`src/rtl/risc_spm_pkg.sv`:
```
// risc_spm_pkg: shared state encoding, width defaults and port ids for the RISC SPM memory path
package risc_spm_pkg;
  localparam int WORD_SIZE_DEF = 8;
  localparam int ADDR_SIZE_DEF = 8;
  localparam logic PORT_CPU = 1'b0;
  localparam logic PORT_LDR = 1'b1;
  typedef enum logic [1:0] {
    ST_IDLE   = 2'b00,
    ST_ACCESS = 2'b01,
    ST_RESP   = 2'b10
  } state_t;
endpackage

```
`src/rtl/rr_lock_pick.sv`:
```
// rr_lock_pick: round-robin winner select with a bounded loader lock
module rr_lock_pick import risc_spm_pkg::*; (
  input  logic [1:0] req,
  input  logic [1:0] mask,
  input  logic       last,
  input  logic       lock1,
  input  logic       sat,
  output logic       valid,
  output logic       win,
  output logic       locked
);
  logic [1:0] elig;
  logic       hold;
  always_comb begin
    elig = req & ~mask;
    // while the loader holds the lock nobody else may start, even if the loader is masked
    hold = (last == PORT_LDR) & lock1 & req[1] & ~sat;
    valid = hold ? elig[1] : |elig;
    win = hold | (&elig ? ~last : elig[1]);
    locked = hold & elig[1];
  end
endmodule

```
`src/rtl/risc_mem_arbiter.sv`:
```
// risc_mem_arbiter: two-port req/ack arbiter in front of the RISC SPM single-port SRAM
module risc_mem_arbiter import risc_spm_pkg::*; #(
  parameter int WORD_SIZE = WORD_SIZE_DEF,
  parameter int ADDR_SIZE = ADDR_SIZE_DEF,
  parameter int LOCK_MAX  = 16
) (
  input  logic                 clk,
  input  logic                 rst,
  input  logic                 req0,
  input  logic                 we0,
  input  logic [ADDR_SIZE-1:0] addr0,
  input  logic [WORD_SIZE-1:0] wdata0,
  output logic                 ack0,
  output logic [WORD_SIZE-1:0] rdata0,
  input  logic                 req1,
  input  logic                 we1,
  input  logic [ADDR_SIZE-1:0] addr1,
  input  logic [WORD_SIZE-1:0] wdata1,
  output logic                 ack1,
  output logic [WORD_SIZE-1:0] rdata1,
  input  logic                 lock1,
  output logic [ADDR_SIZE-1:0] mem_addr,
  output logic [WORD_SIZE-1:0] mem_wdata,
  output logic                 mem_write,
  input  logic [WORD_SIZE-1:0] mem_rdata,
  output logic                 cpu_wait,
  output logic                 grant_id
);
  localparam int CW = $clog2(LOCK_MAX + 1);
  state_t               state_q, state_d;
  logic                 grant_q, grant_d, we_q, we_d;
  logic [ADDR_SIZE-1:0] addr_q, addr_d;
  logic [WORD_SIZE-1:0] wdata_q, wdata_d, rdata0_q, rdata0_d, rdata1_q, rdata1_d;
  logic [CW-1:0]        cnt_q, cnt_d;
  logic [1:0]           mask;
  logic                 valid, win, locked, take, rd_done;
  rr_lock_pick u_pick (
    .req    ({req1, req0}),
    .mask   (mask),
    .last   (grant_q),
    .lock1  (lock1),
    .sat    (cnt_q >= CW'(LOCK_MAX)),
    .valid  (valid),
    .win    (win),
    .locked (locked)
  );
  always_comb begin
    // the port just acked still holds req during RESP, so keep it out of that decision
    mask = (state_q == ST_RESP) ? (grant_q ? 2'b10 : 2'b01) : 2'b00;
    take = (state_q != ST_ACCESS) & valid;
    state_d = take ? ST_ACCESS : (state_q == ST_ACCESS ? ST_RESP : ST_IDLE);
    grant_d = take ? win : grant_q;
    addr_d = take ? (win ? addr1 : addr0) : addr_q;
    wdata_d = take ? (win ? wdata1 : wdata0) : wdata_q;
    we_d = take ? (win ? we1 : we0) : we_q;
    rd_done = (state_q == ST_ACCESS) & ~we_q;
    rdata0_d = (rd_done & (grant_q == PORT_CPU)) ? mem_rdata : rdata0_q;
    rdata1_d = (rd_done & (grant_q == PORT_LDR)) ? mem_rdata : rdata1_q;
    cnt_d = (!lock1 || (take && win == PORT_CPU)) ? '0 :
            (take && locked && req0) ? cnt_q + 1'b1 : cnt_q;
  end
  always_ff @(posedge clk or negedge rst) begin
    if (!rst) begin
      state_q  <= ST_IDLE;
      grant_q  <= PORT_LDR;
      we_q     <= 1'b0;
      addr_q   <= '0;
      wdata_q  <= '0;
      rdata0_q <= '0;
      rdata1_q <= '0;
      cnt_q    <= '0;
    end else begin
      state_q  <= state_d;
      grant_q  <= grant_d;
      we_q     <= we_d;
      addr_q   <= addr_d;
      wdata_q  <= wdata_d;
      rdata0_q <= rdata0_d;
      rdata1_q <= rdata1_d;
      cnt_q    <= cnt_d;
    end
  end
  assign mem_write = (state_q == ST_ACCESS) & we_q;
  assign mem_addr  = addr_q;
  assign mem_wdata = wdata_q;
  assign ack0      = (state_q == ST_RESP) & (grant_q == PORT_CPU);
  assign ack1      = (state_q == ST_RESP) & (grant_q == PORT_LDR);
  assign rdata0    = rdata0_q;
  assign rdata1    = rdata1_q;
  assign cpu_wait  = req0 & ~ack0;
  assign grant_id  = grant_q;
endmodule

```
`config.mk`:
```
export PLATFORM = sky130hd
export DESIGN_NAME = risc_mem_arbiter
export DESIGN_NICKNAME = d
export VERILOG_FILES = /design/src/rtl/risc_spm_pkg.sv /design/src/rtl/rr_lock_pick.sv /design/src/rtl/risc_mem_arbiter.sv
export SDC_FILE = /design/constraint.sdc
export NUM_CORES = 1
export LEC_CHECK = 0
export CAP_MARGIN = 20
export CORE_MARGIN = 4
export CORE_UTILIZATION = 45
export DETAILED_ROUTE_END_ITERATION = 7
export HOLD_SLACK_MARGIN = 0.12
export PLACE_DENSITY = 0.86
export SLEW_MARGIN = 20
export SYNTH_ARGS = -nofsm -noshare
export SYNTH_HDL_FRONTEND = slang
export SYNTH_SLANG_ARGS = --single-unit
```
`constraint.sdc`:
```
create_clock -name clk -period 3.71 [get_ports clk]
set_clock_uncertainty 0.1 [all_clocks]
set_input_delay 0.5565 -clock clk [delete_from_list [all_inputs] [get_ports clk]]
set_output_delay 0.5565 -clock clk [all_outputs]
set_load 0.005 [all_outputs]
```
Word level (Yosys, flattened, before mapping):

Index checks and enable logic that the tools add are counted.

* bits in registers: 41
* latch bits: 0
* RAM bits: 0
* ROM bits: 0
* memories: 0
* input port bits: 47
* word-level logic and storage cells: 52
* output and inout bits: 37

* multipliers: 0
* bitwise gates (word level): 20
* reduce and logical (&&, ||, !) cells: 8
* divide/modulo/power cells: 0
* $add $sub $neg: 1
* mux-type cells: 11
* shift-type cells: 0
* magnitude comparators: 1
* equality and inequality tests: 3

Operators by type and width (count)
* $mux 8: 2
* $and 1x1->1: 12
* $mux 5: 2
* $mux 2: 4
* $add 5x1->5 const B: 1
* $ge 5x5->1 const B: 1
* $not 1->1: 5
* $logic_and 1x1->1: 3
* $mux 1: 3
* $and 2x2->2: 1
* $eq 2x1->1 const B: 1
* $eq 2x2->1 const B: 1
* $ne 2x1->1 const B: 1
* $not 2->2: 1
* $reduce_and 2->1: 1
* $reduce_bool 2->1: 1
* $reduce_or 2->1: 1
* $logic_not 1->1: 1
* $logic_or 1x1->1: 1
* $or 1x1->1: 1

Logic depth before layout (Yosys ltp):

Gate-level depths: netlist of the first run.

* depth in word-level cells: 11
* mapped depth: 6

Cells and area by module:

Synthesis of the first run repeated with hierarchy kept, for this count alone.

* cell total of the unflattened synthesis: 162
* area, all modules: 1928.1 µm²

By module, submodules not included
* risc_mem_arbiter: cells each 155, times used 1, seq. area each 1027.2 µm², area each 1859.3 µm²
* rr_lock_pick: cells each 7, times used 1, seq. area each 0.0 µm², area each 68.8 µm²

Worst setup path after synthesis of the first run:

OpenSTA, ideal clock, no wires.

* path type: register to output
* from: register state_q[1]
* to: output mem_write
* cell stages (with the launch flop): 5
* path slack: 1.857 ns
* data arrival time: 1.197 ns
* path buffers: 1
* cell sequence: dfrtp_1 > nand2b_1 > inv_1 > clkbuf_1 > and2_1

* cells in the longest elaborated chain, start to end: 2

Ends and longest elaborated chain
* start: declaration: line risc_mem_arbiter.sv:30 `state_t state_q, state_d;`
* start signal: assignment: line risc_mem_arbiter.sv:73 `state_q <= state_d;`
* $eq 2x1->1: line risc_mem_arbiter.sv:83 `assign mem_write = (state_q == ST_ACCESS) & we_q;`
* $and 1x1->1: line risc_mem_arbiter.sv:83
* end: declaration: line risc_mem_arbiter.sv:24 `output logic mem_write,`

Every way passes these cells.

Worst setup path in the final report of the first run:

Ends and elaborated chain as after synthesis.

==> run summary, run 1 <==
Power Density: 756 mW/mm²
Syn Inst Count: 155
Predominant post-synthesis flop cell: dfrtp_1
Post-DP HPWL: 3330 µm
Routability congestion estimate: 0.785
Most common cell in the netlist: dfrtp_1
Drt pass-1 iters: 4
Die footprint: 0.00526 mm²
Routed vias: 1551
CTS clk-pin slew, worst paths: 0.08 ns
CORE AREA: 0.00403 mm²
VDD IR max: 0.313 mV
Sink Count: 41
Post-synthesis cell type count: 36
Final Hold Fails: 0
Routed wire per std cell: 16.0 µm
Fin. max-slew vios: 0
Slowest cell on the critical path: inv_1
Syn_area_per_cell: 12.1 µm²
Worst-path fanout max: 22
Number of global-route vias before repair: 1623
GRT Util Overall: 0.185
R2r endpoint: mem_wdata[1]
H-tree Lvls: 2
Layout cells sized above 1: 0.138
Initial core utilization: 0.466
Main area contributors after synthesis: dfrtp_1, mux2_2, a221o_1, nor4_1, inv_1
Post-CTS Setup Bufs: 0
IO buf count: 83
GRT overflow: 0
FF-to-FF Start: state_q[1]
Setup-failing EPs final: 0
Netlist Area Pre-Place: 0.00188 mm²
Io pins: 84
Global-route wire length before repair: 7560 µm
Slew HR: 0.380
Hold_buf cts: 0
CTS Root Buffer Type: clkbuf_8
Area grow syn2layout: 51.5%
Vias per inst: 5.35
Setup CP Type: reg2out
Die width: 72.6 µm
Initial antenna violation count: 0
Syn Nets: 203
Startpoint Class: flip-flop
Status: complete, no violations
Slowest stage delay, CP: 0.60 ns
Largest net degree at the start of global routing: 42
Area leader, netlist: dfrtp_1
Post-synth ARST share: 1.00
Synth warn: 0
Static Leak: 0.00122 µW
Nets: 287
Critical Path RT: 3.05 ns
Gates resized, CTS repair: 0
ANT cells: 0
Tightest Hold Check Type: in2async
Dpl ws: 0.989 ns
R2R setup slack: 1.46 ns
Fmax: 0.341 GHz
EDFF count, synth: 0
WP data arrival: 2.27 ns
Initial drt markers: 67
Worst-Skew Late Latency: 0.30 ns
Worst setup margin: 0.779 ns
Final antenna-violating net count: 0
Post-layout minimum cycle time: 2.93 ns
Sequential area share after synthesis: 0.548
Setup TNS: 0 ns
Worst r2r path cells: 4
Final wirelength: 4630 µm
CTS Buf Count: 5
Clock buffer depth: 2
Die Span Y: 72.6 µm
Commonest cells in the netlist: dfrtp_1, inv_1, a221o_1, nor4_1, mux2_2
Yosys reg bits: 41
Endpoint type of the worst setup path: primary output
Rows: 23
Max-cap viol count: 0
Drt drc: 0
RSZ-0062 raised after global routing: no
Worst Tran Pin Value: 0.930 ns
Synth top area share: 0.534
Crit-path cells: nand2b_1, inv_1, and2_1, clkdlybuf4s50_1
Period utilization: 0.790
Pwr Total: 2150 µW
CTS tree: yes
==> where the power goes <==
group          leakage [µW]  internal (µW)  switching, µW  total [µW]
Combinational      0.000658            608            394        1000
Clock             0.0000585            219            151         370
Sequential         0.000504            651            126         777
Total               0.00122           1480            671        2150
==> logic make-up after synthesis <==
| group | share of synthesized area |
|---|---|
| flip-flops | 0.548 |
| buffers and inverters | 0.0667 |
| adder cells (fa/ha/maj) | 0.00667 |
| AND/OR/NAND/NOR | 0.139 |
| AO/OA/AOI/OAI | 0.125 |
| XOR/XNOR | 0.0140 |
| multiplexers | 0.101 |
==> worst max-delay path by stage <==
stage                from           end  slack [ns]  cells past startpoint
2_1_floorplan  state_q[1]     mem_write        1.86                      4
3_3_place_gp         req1  mem_wdata[7]        1.04                      5
3_5_place_dp         req1   mem_addr[6]        0.99                      5
4_1_cts        state_q[1]     mem_write        0.77                      4
5_1_grt        state_q[1]     mem_write        0.66                      4
6_report       state_q[1]     mem_write        0.78                      4
==> stage by stage <==
| step | cells | instance area (µm²) | util | hold WS (ns) |
|---|---|---|---|---|
| 2_1_floorplan | 155 | 1880 | - | 0.161 |
| 3_3_place_gp | 282 | 2730 | 0.676 | 0.389 |
| 3_5_place_dp | 282 | 2730 | 0.676 | 0.396 |
| 4_1_cts | 290 | 2840 | 0.705 | 0.304 |
| 5_1_grt | 290 | 2840 | 0.705 | 0.343 |
| 6_report | 290 | 2840 | 0.705 | 0.260 |
==> layer usage <==
layer | vias to the layer above | part of all wire | global-route usage
li1 | 740 | - | -
met3 | 8 | 0.088 | 0.0693
met1 | 743 | 0.42 | 0.240
met5 | - | 0 | 0
met2 | 60 | 0.48 | 0.290
met4 | 0 | 0.012 | 0.0553
==> cells in the final DEF (no fill, tap or decap), drive strengths merged, types with 3 or more instances in the layout <==
cell,instances
clkdlybuf4s50,82
dfrtp,40
inv,21
nor4,18
a221o,17
mux2,16
clkbuf,7
nor2,6
nor3,3
a21oi,3
==> area by class of cell <==
class,instances,area [µm²]
clock buffers,7,86.3
well taps,50,62.6
multi-input cells,86,723
flip-flops and latches,41,1030
fillers,301,1190
repair buffers,84,833
clock inverters,1,30.0
inverters,21,78.8
==> state kept, by name, indices dropped and copies added, names as in the netlist <==
signal,cells
cnt_q,5
grant_id,1
mem_addr,8
mem_wdata,8
rdata0,8
rdata1,8
state_q,2
we_q,1
==> worst max-delay path: cells and delay by family, from the launching register on <==
family,cells,cell delay (ns)
flops,1,0.41
simple gates,2,0.46
buf+inv,2,1.12
Power figures use the tool's default switching activity.
==> inputs of run 2 (changes only) <==
Settings changed: CORE_UTILIZATION 45 to 37, PLACE_DENSITY 0.86 to 0.75.
Clock period 3.71 ns to 2.4 ns, I/O delays scaled along.
==> run summary, run 2 (same netlist as run 1, synthesis figures left out) <==
Status: complete, no violations
Buf/Inv on CP: 2 (unchanged)
Period utilization: 0.950
Startpoint Class: flip-flop
Worst Tran Pin Value: 0.890 ns (-0.0400 ns)
Final Cell Area: 0.00293 mm² (+3.1%)
CTS Buf Count: 5 (unchanged)
Fmax: 0.438 GHz
Crit-path cells: inv_1, nor2_1, clkdlybuf4s50_1
Layout cells sized above 1: 0.169 (+0.0312)
Die Span Y: 79.2 µm (+9.1%)
Slew HR: 0.407 (+0.0266)
Nets: 296 (+3.1%)
Drt pass-1 iters: 4 (unchanged)
GRT Util Overall: 0.158 (-0.0269)
H-tree Lvls: 2 (unchanged)
Commonest non-fill, non-tap cells in the layout: clkdlybuf4s50_1, dfrtp_1, inv_1
GRT overflow: 0 (unchanged)
Inst Count DP: 308 (+9.2%)
Number of global-route vias before repair: 1647 (+1.5%)
Initial drt markers: 65 (-3.0%)
Final antenna-violating net count: 0 (unchanged)
Area grow syn2layout: 56.2%
Post-layout minimum cycle time: 2.28 ns
Slowest cell on the critical path: dfstp_2
Drt drc: 0 (unchanged)
Initial antenna violation count: 0 (unchanged)
Io pins: 84 (unchanged)
Post-DP HPWL: 3420 µm (+2.5%)
Final wirelength: 4620 µm (-0.32%)
Clock buffer depth: 2 (unchanged)
RSZ-0062 raised after global routing: no
Routability congestion estimate: 0.769 (-2.0%)
Endpoint type of the worst setup path: primary output
WHS: 0.0981 ns (-0.162 ns)
FF-to-FF Start: grant_id
Routed vias: 1588 (+2.4%)
WP data arrival: 1.82 ns (-0.45 ns)
Power Density: 1150 mW/mm² (+52%)
IO buf count: 83 (unchanged)
Die width: 79.2 µm (+9.1%)
Most common cell after layout, fill and taps aside: clkdlybuf4s50_1
Setup-failing EPs final: 0 (unchanged)
Sink Count: 41 (unchanged)
Tightest Hold Check Type: in2async
Rows: 25 (+8.7%)
Hold_buf cts: 0 (unchanged)
CORE AREA: 0.00482 mm² (+20%)
Max-cap viol count: 0 (unchanged)
CTS Root Buffer Type: clkbuf_8
Worst-path fanout max: 8 (-64%)
Die footprint: 0.00627 mm² (+19%)
Gates resized, CTS repair: 0 (unchanged)
ANT cells: 0 (unchanged)
Post-CTS Setup Bufs: 0 (unchanged)
Global-route wire length before repair: 7730 µm (+2.4%)
Routed wire per std cell: 14.6 µm (-8.5%)
VDD IR max: 0.681 mV (+120%)
Critical Path RT: 1.94 ns (-1.11 ns)
Slowest stage delay, CP: 0.62 ns (+0.02 ns)
Fin. max-slew vios: 0 (unchanged)
Fin cells: 316 (+9.0%)
Setup TNS: 0 ns (unchanged)
Final Hold Fails: 0 (unchanged)
Setup CP Type: reg2out
Critical path origin: grant_id
CTS clk-pin slew, worst paths: 0.07 ns (about the same)
Initial core utilization: 0.389 (-0.0762)
Static Leak: 0.00127 µW (+3.7%)
CTS tree: yes
Vias per inst: 5.03 (-6.0%)
Largest net degree at the start of global routing: 42 (unchanged)
Worst-Skew Late Latency: 0.28 ns (-0.02 ns)
Largest delay share family, worst path: buffers and inverters
Cell Area, Placed: 0.00281 mm² (+3.3%)
[run 2: area by class of cell]
class | instances | area [µm²]
Fill cell | 431 | 1890
Sequential cell | 41 | 1030
Timing Repair Buffer | 93 | 901
Multi-Input combinational cell | 86 | 723
Clock buffer | 7 | 86.3
Tap cell | 67 | 83.8
Inverter | 21 | 78.8
Clock inverter | 1 | 30.0
[run 2: metrics by stage]
stage	setup WS (ns)	total power, µW	utilization
2_1_floorplan	0.563	1950	-
3_3_place_gp	0.322	2830	0.584
3_5_place_dp	0.278	2870	0.584
4_1_cts	0.0894	3430	0.608
5_1_grt	0.00757	3630	0.608
6_report	0.119	3380	0.608
[run 2: report_power, final]
group / total (µW) / leakage [µW] / switching (µW) / internal, µW
Combinational: 1630 / 0.000702 / 615 / 1010
Clock: 556 / 0.0000585 / 217 / 339
Sequential: 1200 / 0.000504 / 188 / 1010
Total: 3380 / 0.00127 / 1020 / 2360
[run 2: final timing paths]
kind	to	slack, ns	cells past startpoint
hold reg to reg	rdata0[0]	0.41	1
setup / recovery	ack1	0.12	3
hold / removal	mem_addr[7]	0.1	1
min in group clk	rdata0[0]	0.41	1
max in group asynchronous	rdata0[3]	1.54	1
setup reg to reg	we_q	0.59	5
[run 2: metal layers]
layer	vias up	routed length (µm)	global-route usage
li1	757	-	-
met1	761	1950	0.193
met2	61	2170	0.254
met3	9	404	0.0578
met4	0	91	0.0619
met5	-	0	0
